$ cat src/rtl/seg_pkg.sv
// Shared types and constants for the 7-segment scan driver: glyphs, converter
// controller states and the power-of-ten helper used for the overflow limit.
package seg_pkg;

    // Active-low segment patterns, bit7 = dp, bits6..0 = g..a
    localparam logic [7:0] GLYPH_0     = 8'hC0;
    localparam logic [7:0] GLYPH_1     = 8'hF9;
    localparam logic [7:0] GLYPH_2     = 8'hA4;
    localparam logic [7:0] GLYPH_3     = 8'hB0;
    localparam logic [7:0] GLYPH_4     = 8'h99;
    localparam logic [7:0] GLYPH_5     = 8'h92;
    localparam logic [7:0] GLYPH_6     = 8'h82;
    localparam logic [7:0] GLYPH_7     = 8'hF8;
    localparam logic [7:0] GLYPH_8     = 8'h80;
    localparam logic [7:0] GLYPH_9     = 8'h90;
    localparam logic [7:0] GLYPH_DASH  = 8'hBF;
    localparam logic [7:0] GLYPH_BLANK = 8'hFF;

    typedef enum logic [2:0] {
        ST_IDLE,
        ST_LOAD_LO,
        ST_CONV_LO,
        ST_LOAD_HI,
        ST_CONV_HI
    } conv_state_t;

    function automatic logic [63:0] pow10(input int n);
        logic [63:0] r;
        r = 64'd1;
        for (int i = 0; i < n; i++) begin
            r = r * 64'd10;
        end
        return r;
    endfunction

    function automatic logic [7:0] bcd_glyph(input logic [3:0] d);
        logic [7:0] g;
        case (d)
            4'd0:    g = GLYPH_0;
            4'd1:    g = GLYPH_1;
            4'd2:    g = GLYPH_2;
            4'd3:    g = GLYPH_3;
            4'd4:    g = GLYPH_4;
            4'd5:    g = GLYPH_5;
            4'd6:    g = GLYPH_6;
            4'd7:    g = GLYPH_7;
            4'd8:    g = GLYPH_8;
            4'd9:    g = GLYPH_9;
            default: g = GLYPH_BLANK;
        endcase
        return g;
    endfunction

endpackage

$ cat src/rtl/bin2bcd_seq.sv
// Sequential shift-add-3 binary to BCD converter: one bit per cycle,
// VALUE_W cycles per conversion, done pulses for one cycle at the end.
module bin2bcd_seq
    import seg_pkg::*;
#(
    parameter int VALUE_W      = 32,
    parameter int FIELD_DIGITS = 4
) (
    input  logic                      clock,
    input  logic                      reset,
    input  logic                      start,
    input  logic [VALUE_W-1:0]        bin,
    output logic                      busy,
    output logic                      done,
    output logic [4*FIELD_DIGITS-1:0] bcd
);

    localparam int BCD_W = 4 * FIELD_DIGITS;
    localparam int REG_W = BCD_W + VALUE_W;
    localparam int CNT_W = $clog2(VALUE_W + 1);

    logic [REG_W-1:0] shift_reg;
    logic [REG_W-1:0] adjusted;
    logic [CNT_W-1:0] count_reg;
    logic             busy_reg;
    logic             done_reg;

    // Correct every BCD nibble that would carry out after the next doubling
    always_comb begin
        adjusted = shift_reg;
        for (int i = 0; i < FIELD_DIGITS; i++) begin
            if (shift_reg[VALUE_W+4*i +: 4] >= 4'd5) begin
                adjusted[VALUE_W+4*i +: 4] = shift_reg[VALUE_W+4*i +: 4] + 4'd3;
            end
        end
    end

    always_ff @(posedge clock or posedge reset) begin
        if (reset) begin
            shift_reg <= '0;
            count_reg <= '0;
            busy_reg  <= 1'b0;
            done_reg  <= 1'b0;
        end else begin
            done_reg <= 1'b0;
            if (start) begin
                shift_reg <= {{BCD_W{1'b0}}, bin};
                count_reg <= CNT_W'(VALUE_W);
                busy_reg  <= 1'b1;
            end else if (busy_reg) begin
                shift_reg <= {adjusted[REG_W-2:0], 1'b0};
                count_reg <= count_reg - CNT_W'(1);
                if (count_reg == CNT_W'(1)) begin
                    busy_reg <= 1'b0;
                    done_reg <= 1'b1;
                end
            end
        end
    end

    assign busy = busy_reg;
    assign done = done_reg;
    assign bcd  = shift_reg[REG_W-1 -: BCD_W];

endmodule

$ cat src/rtl/seg_scan_driver.sv
// Two-field multiplexed 7-segment driver: a shared sequential BCD converter
// refreshes the displayed digits while a tick counter walks the common anodes.
module seg_scan_driver
    import seg_pkg::*;
#(
    parameter int FIELD_DIGITS = 4,
    parameter int VALUE_W      = 32,
    parameter int SCAN_TICKS   = 100000
) (
    input  logic                        clock,
    input  logic                        reset,
    input  logic                        enable,
    input  logic [VALUE_W-1:0]          value_lo,
    input  logic [VALUE_W-1:0]          value_hi,
    input  logic                        blank_lo,
    input  logic                        blank_hi,
    input  logic [2*FIELD_DIGITS-1:0]   dp_mask,
    output logic [7:0]                  seg,
    output logic [2*FIELD_DIGITS-1:0]   an
);

    localparam int N     = 2 * FIELD_DIGITS;
    localparam int BCD_W = 4 * FIELD_DIGITS;
    localparam int CNT_W = $clog2(SCAN_TICKS);
    localparam int IDX_W = $clog2(N);
    localparam logic [63:0] OVF_LIMIT = pow10(FIELD_DIGITS) - 64'd1;

    conv_state_t        state_reg;
    logic [VALUE_W-1:0] shadow_reg;
    logic               start_reg;
    logic               ovf_pend_reg;
    logic [BCD_W-1:0]   disp_lo_reg;
    logic [BCD_W-1:0]   disp_hi_reg;
    logic               ovf_lo_reg;
    logic               ovf_hi_reg;

    logic               conv_busy;
    logic               conv_done;
    logic [BCD_W-1:0]   conv_bcd;

    bin2bcd_seq #(
        .VALUE_W      (VALUE_W),
        .FIELD_DIGITS (FIELD_DIGITS)
    ) u_bin2bcd (
        .clock (clock),
        .reset (reset),
        .start (start_reg),
        .bin   (shadow_reg),
        .busy  (conv_busy),
        .done  (conv_done),
        .bcd   (conv_bcd)
    );

    // Display registers only change on done, so a field swaps all digits at once
    always_ff @(posedge clock or posedge reset) begin
        if (reset) begin
            state_reg    <= ST_IDLE;
            shadow_reg   <= '0;
            start_reg    <= 1'b0;
            ovf_pend_reg <= 1'b0;
            disp_lo_reg  <= '0;
            disp_hi_reg  <= '0;
            ovf_lo_reg   <= 1'b0;
            ovf_hi_reg   <= 1'b0;
        end else begin
            start_reg <= 1'b0;
            case (state_reg)
                ST_IDLE: begin
                    state_reg <= ST_LOAD_LO;
                end
                ST_LOAD_LO: begin
                    if (!conv_busy) begin
                        shadow_reg   <= value_lo;
                        ovf_pend_reg <= 64'(value_lo) > OVF_LIMIT;
                        start_reg    <= 1'b1;
                        state_reg    <= ST_CONV_LO;
                    end
                end
                ST_CONV_LO: begin
                    if (conv_done) begin
                        disp_lo_reg <= conv_bcd;
                        ovf_lo_reg  <= ovf_pend_reg;
                        state_reg   <= ST_LOAD_HI;
                    end
                end
                ST_LOAD_HI: begin
                    if (!conv_busy) begin
                        shadow_reg   <= value_hi;
                        ovf_pend_reg <= 64'(value_hi) > OVF_LIMIT;
                        start_reg    <= 1'b1;
                        state_reg    <= ST_CONV_HI;
                    end
                end
                ST_CONV_HI: begin
                    if (conv_done) begin
                        disp_hi_reg <= conv_bcd;
                        ovf_hi_reg  <= ovf_pend_reg;
                        state_reg   <= ST_LOAD_LO;
                    end
                end
                default: begin
                    state_reg <= ST_IDLE;
                end
            endcase
        end
    end

    logic [7:0] glyph [N];

    generate
        for (genvar gi = 0; gi < N; gi++) begin : g_digit
            localparam int K     = gi % FIELD_DIGITS;
            localparam bit IS_HI = (gi >= FIELD_DIGITS);

            logic [BCD_W-1:0] field_bcd;
            logic             field_ovf;
            logic             field_blank;
            logic             zero_above;
            logic             lead_zero;
            logic [7:0]       base;

            assign field_bcd   = IS_HI ? disp_hi_reg : disp_lo_reg;
            assign field_ovf   = IS_HI ? ovf_hi_reg  : ovf_lo_reg;
            assign field_blank = IS_HI ? blank_hi    : blank_lo;
            // This digit and every more-significant digit of its field are zero
            assign zero_above  = (field_bcd >> (4 * K)) == '0;
            assign lead_zero   = field_blank && (K != 0) && zero_above;
            assign base        = field_ovf ? GLYPH_DASH :
                                 lead_zero ? GLYPH_BLANK :
                                 bcd_glyph(field_bcd[4*K +: 4]);
            assign glyph[gi]   = {base[7] & ~dp_mask[gi], base[6:0]};
        end
    endgenerate

    logic [CNT_W-1:0] cnt_reg;
    logic [IDX_W-1:0] idx_reg;
    logic [IDX_W-1:0] lit_idx_reg;
    logic             lit_valid_reg;

    // idx_reg is the next digit to light; lit_idx_reg drives the pins one cycle after the wrap
    always_ff @(posedge clock or posedge reset) begin
        if (reset) begin
            cnt_reg       <= '0;
            idx_reg       <= '0;
            lit_idx_reg   <= '0;
            lit_valid_reg <= 1'b0;
            an            <= '1;
            seg           <= GLYPH_BLANK;
        end else if (enable) begin
            if (cnt_reg == CNT_W'(SCAN_TICKS - 1)) begin
                cnt_reg       <= '0;
                lit_idx_reg   <= idx_reg;
                lit_valid_reg <= 1'b1;
                idx_reg       <= (idx_reg == IDX_W'(N - 1)) ? '0 : idx_reg + IDX_W'(1);
            end else begin
                cnt_reg <= cnt_reg + CNT_W'(1);
            end
            if (lit_valid_reg) begin
                an  <= ~(N'(1) << lit_idx_reg);
                seg <= glyph[lit_idx_reg];
            end else begin
                an  <= '1;
                seg <= GLYPH_BLANK;
            end
        end else begin
            an  <= '1;
            seg <= GLYPH_BLANK;
        end
    end

endmodule

$ cat config.mk
export PLATFORM = sky130hd
export DESIGN_NAME = seg_scan_driver
export DESIGN_NICKNAME = d
export VERILOG_FILES = /design/src/rtl/seg_pkg.sv /design/src/rtl/bin2bcd_seq.sv /design/src/rtl/seg_scan_driver.sv
export SDC_FILE = /design/constraint.sdc
export NUM_CORES = 1
export LEC_CHECK = 0
export CAP_MARGIN = 25
export CORE_UTILIZATION = 58
export DETAILED_ROUTE_END_ITERATION = 7
export PLACE_DENSITY = 0.81
export REMOVE_ABC_BUFFERS = 1
export SLEW_MARGIN = 10
export SYNTH_ARGS = -nofsm -noshare
export SYNTH_HDL_FRONTEND = slang
export SYNTH_SLANG_ARGS = --single-unit
$ cat constraint.sdc
create_clock -name clock -period 6.02 [get_ports clock]
set_input_delay 0.602 -clock clock [delete_from_list [all_inputs] [get_ports clock]]
set_output_delay 0.602 -clock clock [all_outputs]
set_load 0.05 [all_outputs]
## Word-level counts from Yosys, hierarchy flattened

Memory sizes are Yosys's and may differ from the RTL's.
Index checks and enable logic that the tools add are counted.

| operators by class | value |
|---|---|
| $add $sub $neg | 7 |
| order comparisons | 7 |
| equality and inequality tests | 11 |
| shift-type cells | 1 |
| mux-type cells | 50 |
| bitwise operators | 18 |
| reduce and logical (&&, ||, !) cells | 21 |

Operator list:

| operator | number |
|---|---|
| 8-bit two-way mux | 20 |
| 16-bit logical NOT | 6 |
| 48-bit two-way mux | 2 |
| 32-bit by 14-bit > comparator with 1-bit output, second input constant | 2 |
| 32-bit two-way mux | 2 |
| 32-bit one-hot mux with 2 select lines | 1 |
| 8-bit binary-select mux with 3-bit select | 1 |
| 3-bit two-way mux | 6 |
| 17-bit by 1-bit adder with 17-bit output, second input constant | 1 |
| 17-bit equality test, second input constant | 1 |
| 17-bit two-way mux | 1 |
| 4-bit by 3-bit greater-or-equal comparator with 1-bit output, second input constant | 4 |
| 3-bit one-hot mux with 5 select lines | 1 |
| 4-bit by 2-bit adder with 4-bit output, second input constant | 3 |
| 4-bit two-way mux | 3 |
| 6-bit two-way mux | 2 |
| 1-bit two-way mux | 10 |
| 1-bit bitwise AND | 8 |
| 1-bit inverter | 8 |
| 8-bit inverter | 1 |
| 1-bit by 3-bit left shift with 8-bit output, first input constant | 1 |
| 3-bit by 2-bit equality test with 1-bit output, second input constant | 2 |
| 3-bit equality test, second input constant | 2 |
| 6-bit by 1-bit equality test with 1-bit output, second input constant | 1 |
| 16 further kinds | 26 |

| word-level totals | value |
|---|---|
| bits in registers | 167 |
| bits in read-only memories | 896 |
| input port bits | 77 |
| word-level logic and storage cells | 141 |
| memories | 8 |

Memories:

| memory | depth | width | read ports | clocked after Yosys merged registers in | wr ports | line | text |
|---|---|---|---|---|---|---|---|
| (no name shown) | 16 | 7 | 1 | 0 | 0 | seg_pkg.sv:38 | `case (d)` |
| (no name shown) | 16 | 7 | 1 | 0 | 0 | seg_pkg.sv:38 |  |
| (no name shown) | 16 | 7 | 1 | 0 | 0 | seg_pkg.sv:38 |  |
| (no name shown) | 16 | 7 | 1 | 0 | 0 | seg_pkg.sv:38 |  |
| (no name shown) | 16 | 7 | 1 | 0 | 0 | seg_pkg.sv:38 |  |
| (no name shown) | 16 | 7 | 1 | 0 | 0 | seg_pkg.sv:38 |  |
| +2 memories | -- | -- | -- | -- | -- | -- |  |

## Longest topological paths before layout

Gate-level depths: netlist of run 1.

| depth | value |
|---|---|
| depth in word-level cells | 10 |
| mapped depth | 7 |
| gate-level depth less buffers | 7 |

## By module

From an unflattened synthesis of run 1, not the netlist that was laid out.

| second synthesis, totals | value |
|---|---|
| cells, all modules | 1048 |
| area, all modules | 9671.8 um2 |

Modules (own cells, without submodules):

| module | times used | cells each | area an instance (um2) | seq. area each (um2) |
|---|---|---|---|---|
| seg_scan_driver | 1 | 765 | 6826.5 | 2797.7 |
| bin2bcd_seq | 1 | 283 | 2845.2 | 1401.3 |

## Worst setup path after synthesis of run 1

OpenSTA, ideal clock, no wires.

| timing | value |
|---|---|
| path kind | register to register |
| start | register disp_lo_reg[13] |
| end | register seg[6] |
| library setup time | 0.111 ns |
| data arrival time | 1.738 ns |
| required time | 5.909 ns |
| setup slack | 4.171 ns |
| cell stages (with the launch flop) | 8 |
| buffers on the path | 0 |
| clock period less this slack | 1.849 ns |
| cell sequence | dfrtp_1 > inv_1 > ha_1 > and4bb_2 > a21oi_1 > a311oi_1 > a21oi_1 > o311ai_0 |

| between the ends | value |
|---|---|
| longest elaborated chain between the ends | 9 |
| elaborated cells on any way between the ends | 18 |

RTL lines:

| element | line | text |
|---|---|---|
| start: declaration | seg_scan_driver.sv:32 | `logic [BCD_W-1:0] disp_lo_reg;` |
| start signal: assignment | seg_scan_driver.sv:81 | `disp_lo_reg <= conv_bcd;` |
| parallel branches: the longest is 4 deep, another holds memory 16 x 7 bit | -- |  |
| 8-bit binary-select mux with 3-bit select * | seg_scan_driver.sv:160 | `seg <= glyph[lit_idx_reg];` |
| 8-bit two-way mux (implied by the code) * (2 in series) | seg_scan_driver.sv:160 |  |
| 8-bit two-way mux * | seg_scan_driver.sv:158 | `if (lit_valid_reg) begin` |
| 8-bit two-way mux * | seg_scan_driver.sv:149 | `end else if (enable) begin` |
| end signal: assignment | seg_scan_driver.sv:160 |  |
| end: declaration | seg_scan_driver.sv:18 | `output logic [7:0] seg,` |

Every way passes the cells marked *. The select of a mux whose other input is x is not followed.
A chain may end at the register's enable or synchronous reset.

## Worst setup path in the final report of run 1

| timing | value |
|---|---|
| start | input port enable |
| end | register seg[4] |

| between the ends | value |
|---|---|
| longest elaborated chain between the ends | 1 |

RTL lines:

| element | line | text |
|---|---|---|
| start: declaration | seg_scan_driver.sv:12 | `input logic enable,` |
| 8-bit two-way mux | seg_scan_driver.sv:149 |  |

Every way passes these cells.

==> flow_metrics.py, run 1 <==
metrics = {
    "outcome": {
        "status": "finished clean",
    },
    "final_layout": {
        "drive_above_1_share_pct": 8.553,
        "area_growth_pct": 17.39,
        "largest_reg_flops": 48,
        "n_antenna_cell": 0,
        "layout.nets": 1217,
        "fill_cells": 1248,
    },
    "die": {
        "io-pin-count": 93,
        "coreArea_um2": 16000,
        "rows": 46,
        "die_area_um2": 17070,
        "start_util_pct": 59.99,
        "die_y_um": 130.7,
        "die_x_um": 130.7,
    },
    "synthesis": {
        "synth-seq-cells": 167,
        "synth_area_um2": 9599,
        "yosys_warnings": 0,
        "synth-async-reset-ratio_pct": 100.0,
        "seq_area_frac_synth_pct": 43.74,
        "synth_ff_type": "dfrtp_1",
        "synth_cells": 1024,
        "avgSynthCellArea_um2": 9.374,
        "synth_cell_types": 67,
        "synth-edff-count": 0,
    },
    "power": {
        "p_per_area_nw_per_um2": 297.4,
        "power.total_mw": 3.351,
        "p_leak_nw": 5.141,
        "ir_worst_vdd_v": 0.0002354,
    },
    "worst_setup_path": {
        "cp.required_ns": 6.36,
        "crit_type": "primary input to flop",
        "cp-end-kind": "flop",
        "cp_max_fo": 13,
        "arrival_ns": 2.73,
        "critPathLaunchType": "primary input",
    },
    "sta": {
        "worstMarginPinSlew_ns": 0.8794,
        "period_needed_ns": 2.388,
        "max_freq_mhz": 418.8,
        "rsz0062_at_grt": "false",
        "finalClockSkew_ns": 0.007822,
        "slew_violations": 0,
        "hold_viol": 0,
        "setup_viol": 0,
        "relSlewSlack_pct": 41.37,
        "finalCritPeriodShare_pct": 39.66,
        "setup_tns_ns": 0,
    },
    "placement": {
        "port-buffer-count": 92,
        "hpwl_um": 14610,
        "gp_congestion": 0.9357,
    },
    "run": {
        "max_cap_viol_count": 0,
    },
    "min_path": {
        "hold_path_class": "flop to flop",
    },
    "clock_network": {
        "cts_hold_buffers": 0,
        "ctsResizeCount": 0,
        "h-tree-depth": 4,
        "path_clk_slew_ns": 0.06,
        "cts_tree": "done",
        "insertion_delay_ns": 0.43,
        "clockBufferDepth": 2,
        "root_buffer": "clkbuf_16",
        "cts_buffers": 17,
        "cts_sinks": 167,
        "postCtsSetupBuffers": 0,
    },
    "detailed_routing": {
        "num_vias": 7799,
        "wl_um": 21470,
        "drtAntennaViolNets": 0,
        "wl_per_cell_um": 16.33,
        "drc_errors": 0,
        "initialDrtViolationCount": 451,
        "via_per_inst": 5.931,
        "first_pass_iters": 6,
    },
    "global_route": {
        "grt_pass1_vias": 7230,
        "grt_first_pass_wirelength_um": 34800,
        "antenna_found_initial": 0,
        "track_usage_pct": 26.41,
        "grt_overflow": 0,
        "grt_start_max_net_pins": 116,
    },
}
==> final cells by class <==
class / count / area (um^2) / share of cell area [%]
clock buffer: 20 / 456.7 / 4.053
clock inverter: 11 / 148.9 / 1.321
sequential: 167 / 4202 / 37.29
timing repair buffer: 102 / 1016 / 9.016
tap: 216 / 270.3 / 2.398
inverter: 48 / 185.2 / 1.643
multi-input combinational: 751 / 4990 / 44.28
==> metal layers <==
layer / share of wire [%] / vias up / global-route usage, % / wire [um]
li1: - / 3766 / - / -
met1: 44 / 3726 / 34.55 / 9483
met3: 5.0 / 44 / 4.845 / 1067
met5: 0 / - / 0 / 0
met2: 49 / 263 / 44.04 / 10450
met4: 2.2 / 0 / 9.533 / 472
==> final timing paths <==
path / start / end / slack, ns / cells past startpoint
setup reg to reg: lit_idx_reg[1] / seg[4] / 3.84 / 4
setup / recovery: enable / seg[4] / 3.63 / 6
max in group asynchronous: reset / u_bin2bcd.busy / 4.03 / 4
min in group asynchronous: reset / u_bin2bcd.shift_reg[2] / 0.58 / 2
hold / removal: shadow_reg[16] / u_bin2bcd.shift_reg[16] / 0.48 / 2
hold reg to reg: shadow_reg[16] / u_bin2bcd.shift_reg[16] / 0.48 / 2
==> kinds of logic after synthesis <==
kind of cell    count (synthesis)  share of synthesized area (%)
fa+ha+maj                      54                          7.013
xor+xnor                       26                          2.372
simple gates                  315                          16.07
flops                         167                          43.74
compound gates                262                          16.14
mux                            94                          10.25
buf+inv                       106                          4.419
==> per-stage QoR <==
step | utilization, % | cells | area (um^2) | hold WS [ns] | setup slack, ns
after floorplan | - | 966 | 9355 | 0.4477 | 0.9261
after global routing | 70.43 | 1315 | 11270 | 0.5063 | 3.450
after global placement | 66.42 | 1282 | 10630 | 0.4620 | 3.322
after detailed placement | 66.42 | 1282 | 10630 | 0.4657 | 3.284
after CTS | 70.21 | 1313 | 11230 | 0.4824 | 3.638
final | 70.43 | 1315 | 11270 | 0.4756 | 3.632
==> cells in the final DEF (no fill, tap or decap), types with 17 or more instances in the layout <==
master           count
a21oi_1             77
clkbuf_16           17
clkdlybuf4s50_1     92
dfrtp_1            149
ha_1                53
inv_1               47
mux2i_1             78
nand2_1            111
nand2b_1            23
nand3_1             21
nor2_1              81
o21ai_0            102
==> critical path: stages <==
cell and delay [ns]:
clkdlybuf4s50_1 0.76, nand2_1 0.28, a21oi_1 0.20, a21boi_0 0.49, a21boi_0 0.26, a32oi_1 0.12
==> cells in the mapped netlist (13+ instances only) <==
cell / number / area (um^2)
dfrtp_1: 151 / 3779
nand2_1: 111 / 416.7
o21ai_0: 102 / 510.5
nor2_1: 82 / 307.8
mux2i_1: 78 / 780.8
a21oi_1: 77 / 385.4
ha_1: 53 / 663.1
inv_1: 48 / 180.2
clkbuf_1: 41 / 153.9
nand2b_1: 23 / 143.9
nand3_1: 21 / 105.1
dfstp_2: 16 / 420.4
xnor2_1: 16 / 140.1
mux2_2: 14 / 157.7
nor4_1: 14 / 87.58
a31oi_1: 13 / 81.33
==> power by group <==
part / switching [mW] / internal (mW)
clock network: 0.443 / 0.674
logic: 0.402 / 0.372
registers: 0.214 / 1.25
(Power assumes the default switching activity.)
==> inputs of run 2 (changes only) <==
==> constraint.sdc (replaced) <==
create_clock -name clock -period 2.42 [get_ports clock]
set_input_delay 0.242 -clock clock [delete_from_list [all_inputs] [get_ports clock]]
set_output_delay 0.242 -clock clock [all_outputs]
set_load 0.05 [all_outputs]
==> run 2 against run 1 <==
Die area is the same. Critical path type is now flop to flop. First-iteration DRC count increased by 46%. Largest cell class unchanged. Clock skew shrank 0.0032 ns. Wire length up 2.1%.
==> flow_metrics.py, run 2 (same netlist as run 1, synthesis figures left out) <==
metrics = {
    "final_layout": {
        "layout.nets": 1228,
        "drive_above_1_share_pct": 9.541,
        "largest_reg_flops": 48,
        "final_common_cell": "dfrtp_1",
        "fill_cells": 1236,
        "area_growth_pct": 18.91,
        "final_cell_mix": "149 x dfrtp_1, 111 x nand2_1, 102 x o21ai_0, 92 x clkdlybuf4s50_1, 81 x nor2_1",
        "stdcell_count": 1327,
        "n_antenna_cell": 0,
    },
    "power": {
        "p_per_area_nw_per_um2": 742.8,
        "ir_worst_vdd_v": 0.0006340,
        "p_leak_nw": 5.217,
    },
    "detailed_routing": {
        "drc_errors": 0,
        "initialDrtViolationCount": 659,
        "wl_per_cell_um": 16.52,
        "first_pass_iters": 7,
        "drtAntennaViolNets": 0,
        "via_per_inst": 5.996,
        "wl_um": 21920,
        "num_vias": 7957,
    },
    "clock_network": {
        "root_buffer": "clkbuf_16",
        "cts_sinks": 167,
        "cts_hold_buffers": 0,
        "cts_tree": "done",
        "insertion_delay_ns": 0.43,
        "postCtsSetupBuffers": 0,
        "ctsResizeCount": 0,
        "h-tree-depth": 4,
        "cts_buffers": 17,
        "clockBufferDepth": 2,
        "path_clk_slew_ns": 0.07,
    },
    "sta": {
        "slew_violations": 0,
        "max_freq_mhz": 442.0,
        "setup_viol": 0,
        "hold_viol": 0,
        "finalClockSkew_ns": 0.004656,
        "period_needed_ns": 2.262,
        "finalWorstSetupSlack_ns": 0.1576,
        "rsz0062_at_grt": "false",
        "relSlewSlack_pct": 55.39,
        "finalCritPeriodShare_pct": 93.49,
        "worstMarginPinSlew_ns": 0.6621,
    },
    "worst_setup_path": {
        "crit_type": "flop to flop",
        "arrival_ns": 2.60,
        "cp.required_ns": 2.76,
        "r2r_slack_ns": 0.16,
        "critPathLaunchType": "flop",
        "cp_max_fo": 7,
        "cp-end-kind": "flop",
    },
    "die": {
        "die_y_um": 130.7,
        "start_util_pct": 59.99,
        "rows": 46,
        "die_x_um": 130.7,
        "die_area_um2": 17070,
        "io-pin-count": 93,
        "coreArea_um2": 16000,
    },
    "placement": {
        "hpwl_um": 15660,
        "gp_congestion": 0.9728,
        "dp_slack_ns": 0.2206,
        "port-buffer-count": 92,
        "placedCellCount": 1295,
    },
    "global_route": {
        "grt_pass1_vias": 7748,
        "grt_start_max_net_pins": 68,
        "grt_first_pass_wirelength_um": 36590,
        "grt_overflow": 0,
        "track_usage_pct": 27.58,
        "antenna_found_initial": 0,
    },
    "run": {
        "max_cap_viol_count": 0,
    },
    "outcome": {
        "status": "finished clean",
    },
    "min_path": {
        "hold_path_class": "primary input to asynchronous set/reset pin",
    },
}
==> run 2: where the power goes <==
| part | total [mW] | internal [mW] | switching (mW) |
|---|---|---|---|
| registers | 3.59 | 3.10 | 0.490 |
| clock network | 2.89 | 1.73 | 1.15 |
| logic | 2.00 | 0.955 | 1.05 |
==> run 2: path summary, 6_finish.rpt <==
check / start / end / depth (start not counted)
min: reset / cnt_reg[3] / 2
max: disp_hi_reg[13] / seg[6] / 7
min reg2reg: shadow_reg[13] / u_bin2bcd.shift_reg[13] / 2
max reg2reg: disp_hi_reg[13] / seg[6] / 7
max in group asynchronous: reset / seg[2] / 3
min in group clock: value_hi[3] / shadow_reg[3] / 3
==> run 2: worst max-delay path, stage by stage (launching register included) <==
cell	delay [ns]
dfrtp_1	0.42
inv_1	0.13
ha_1	0.29
and4bb_2	0.31
a31oi_1	0.30
o21ai_0	0.20
a221oi_1	0.35
o311ai_0	0.19
==> run 2: per-stage QoR <==
stage               util [%]  hold slack, ns  setup TNS, ns  total power [mW]  instance area, um^2
finish                 71.34          0.2313              0             8.478                11410
floorplan                  -          0.3314        -434.60             4.914                 9355
global route           71.34          0.2866              0             8.934                11410
CTS                    71.34          0.2424              0             8.492                11410
detailed placement     67.42          0.4675              0             5.588                10790
global placement       67.42          0.4585              0             5.486                10790
==> run 2: layer usage <==
metal  track usage (%)  up-vias  wire (um)
li1                  -     3788          -
met1             35.70     3785       9135
met2             45.50      327      10640
met3             5.049       57       1416
met4             11.97        0        724
met5                 0        -          0
==> run 2: final cells by class <==
type                       instances  area (um^2)  area share [%]
clock buffer                      18        429.2           3.760
inverter                          48        185.2           1.622
timing repair buffer             113         1141           9.997
tap                              216        270.3           2.368
multi-input combinational        751         4990           43.71
sequential                       167         4202           36.81
clock inverter                    14        197.7           1.732
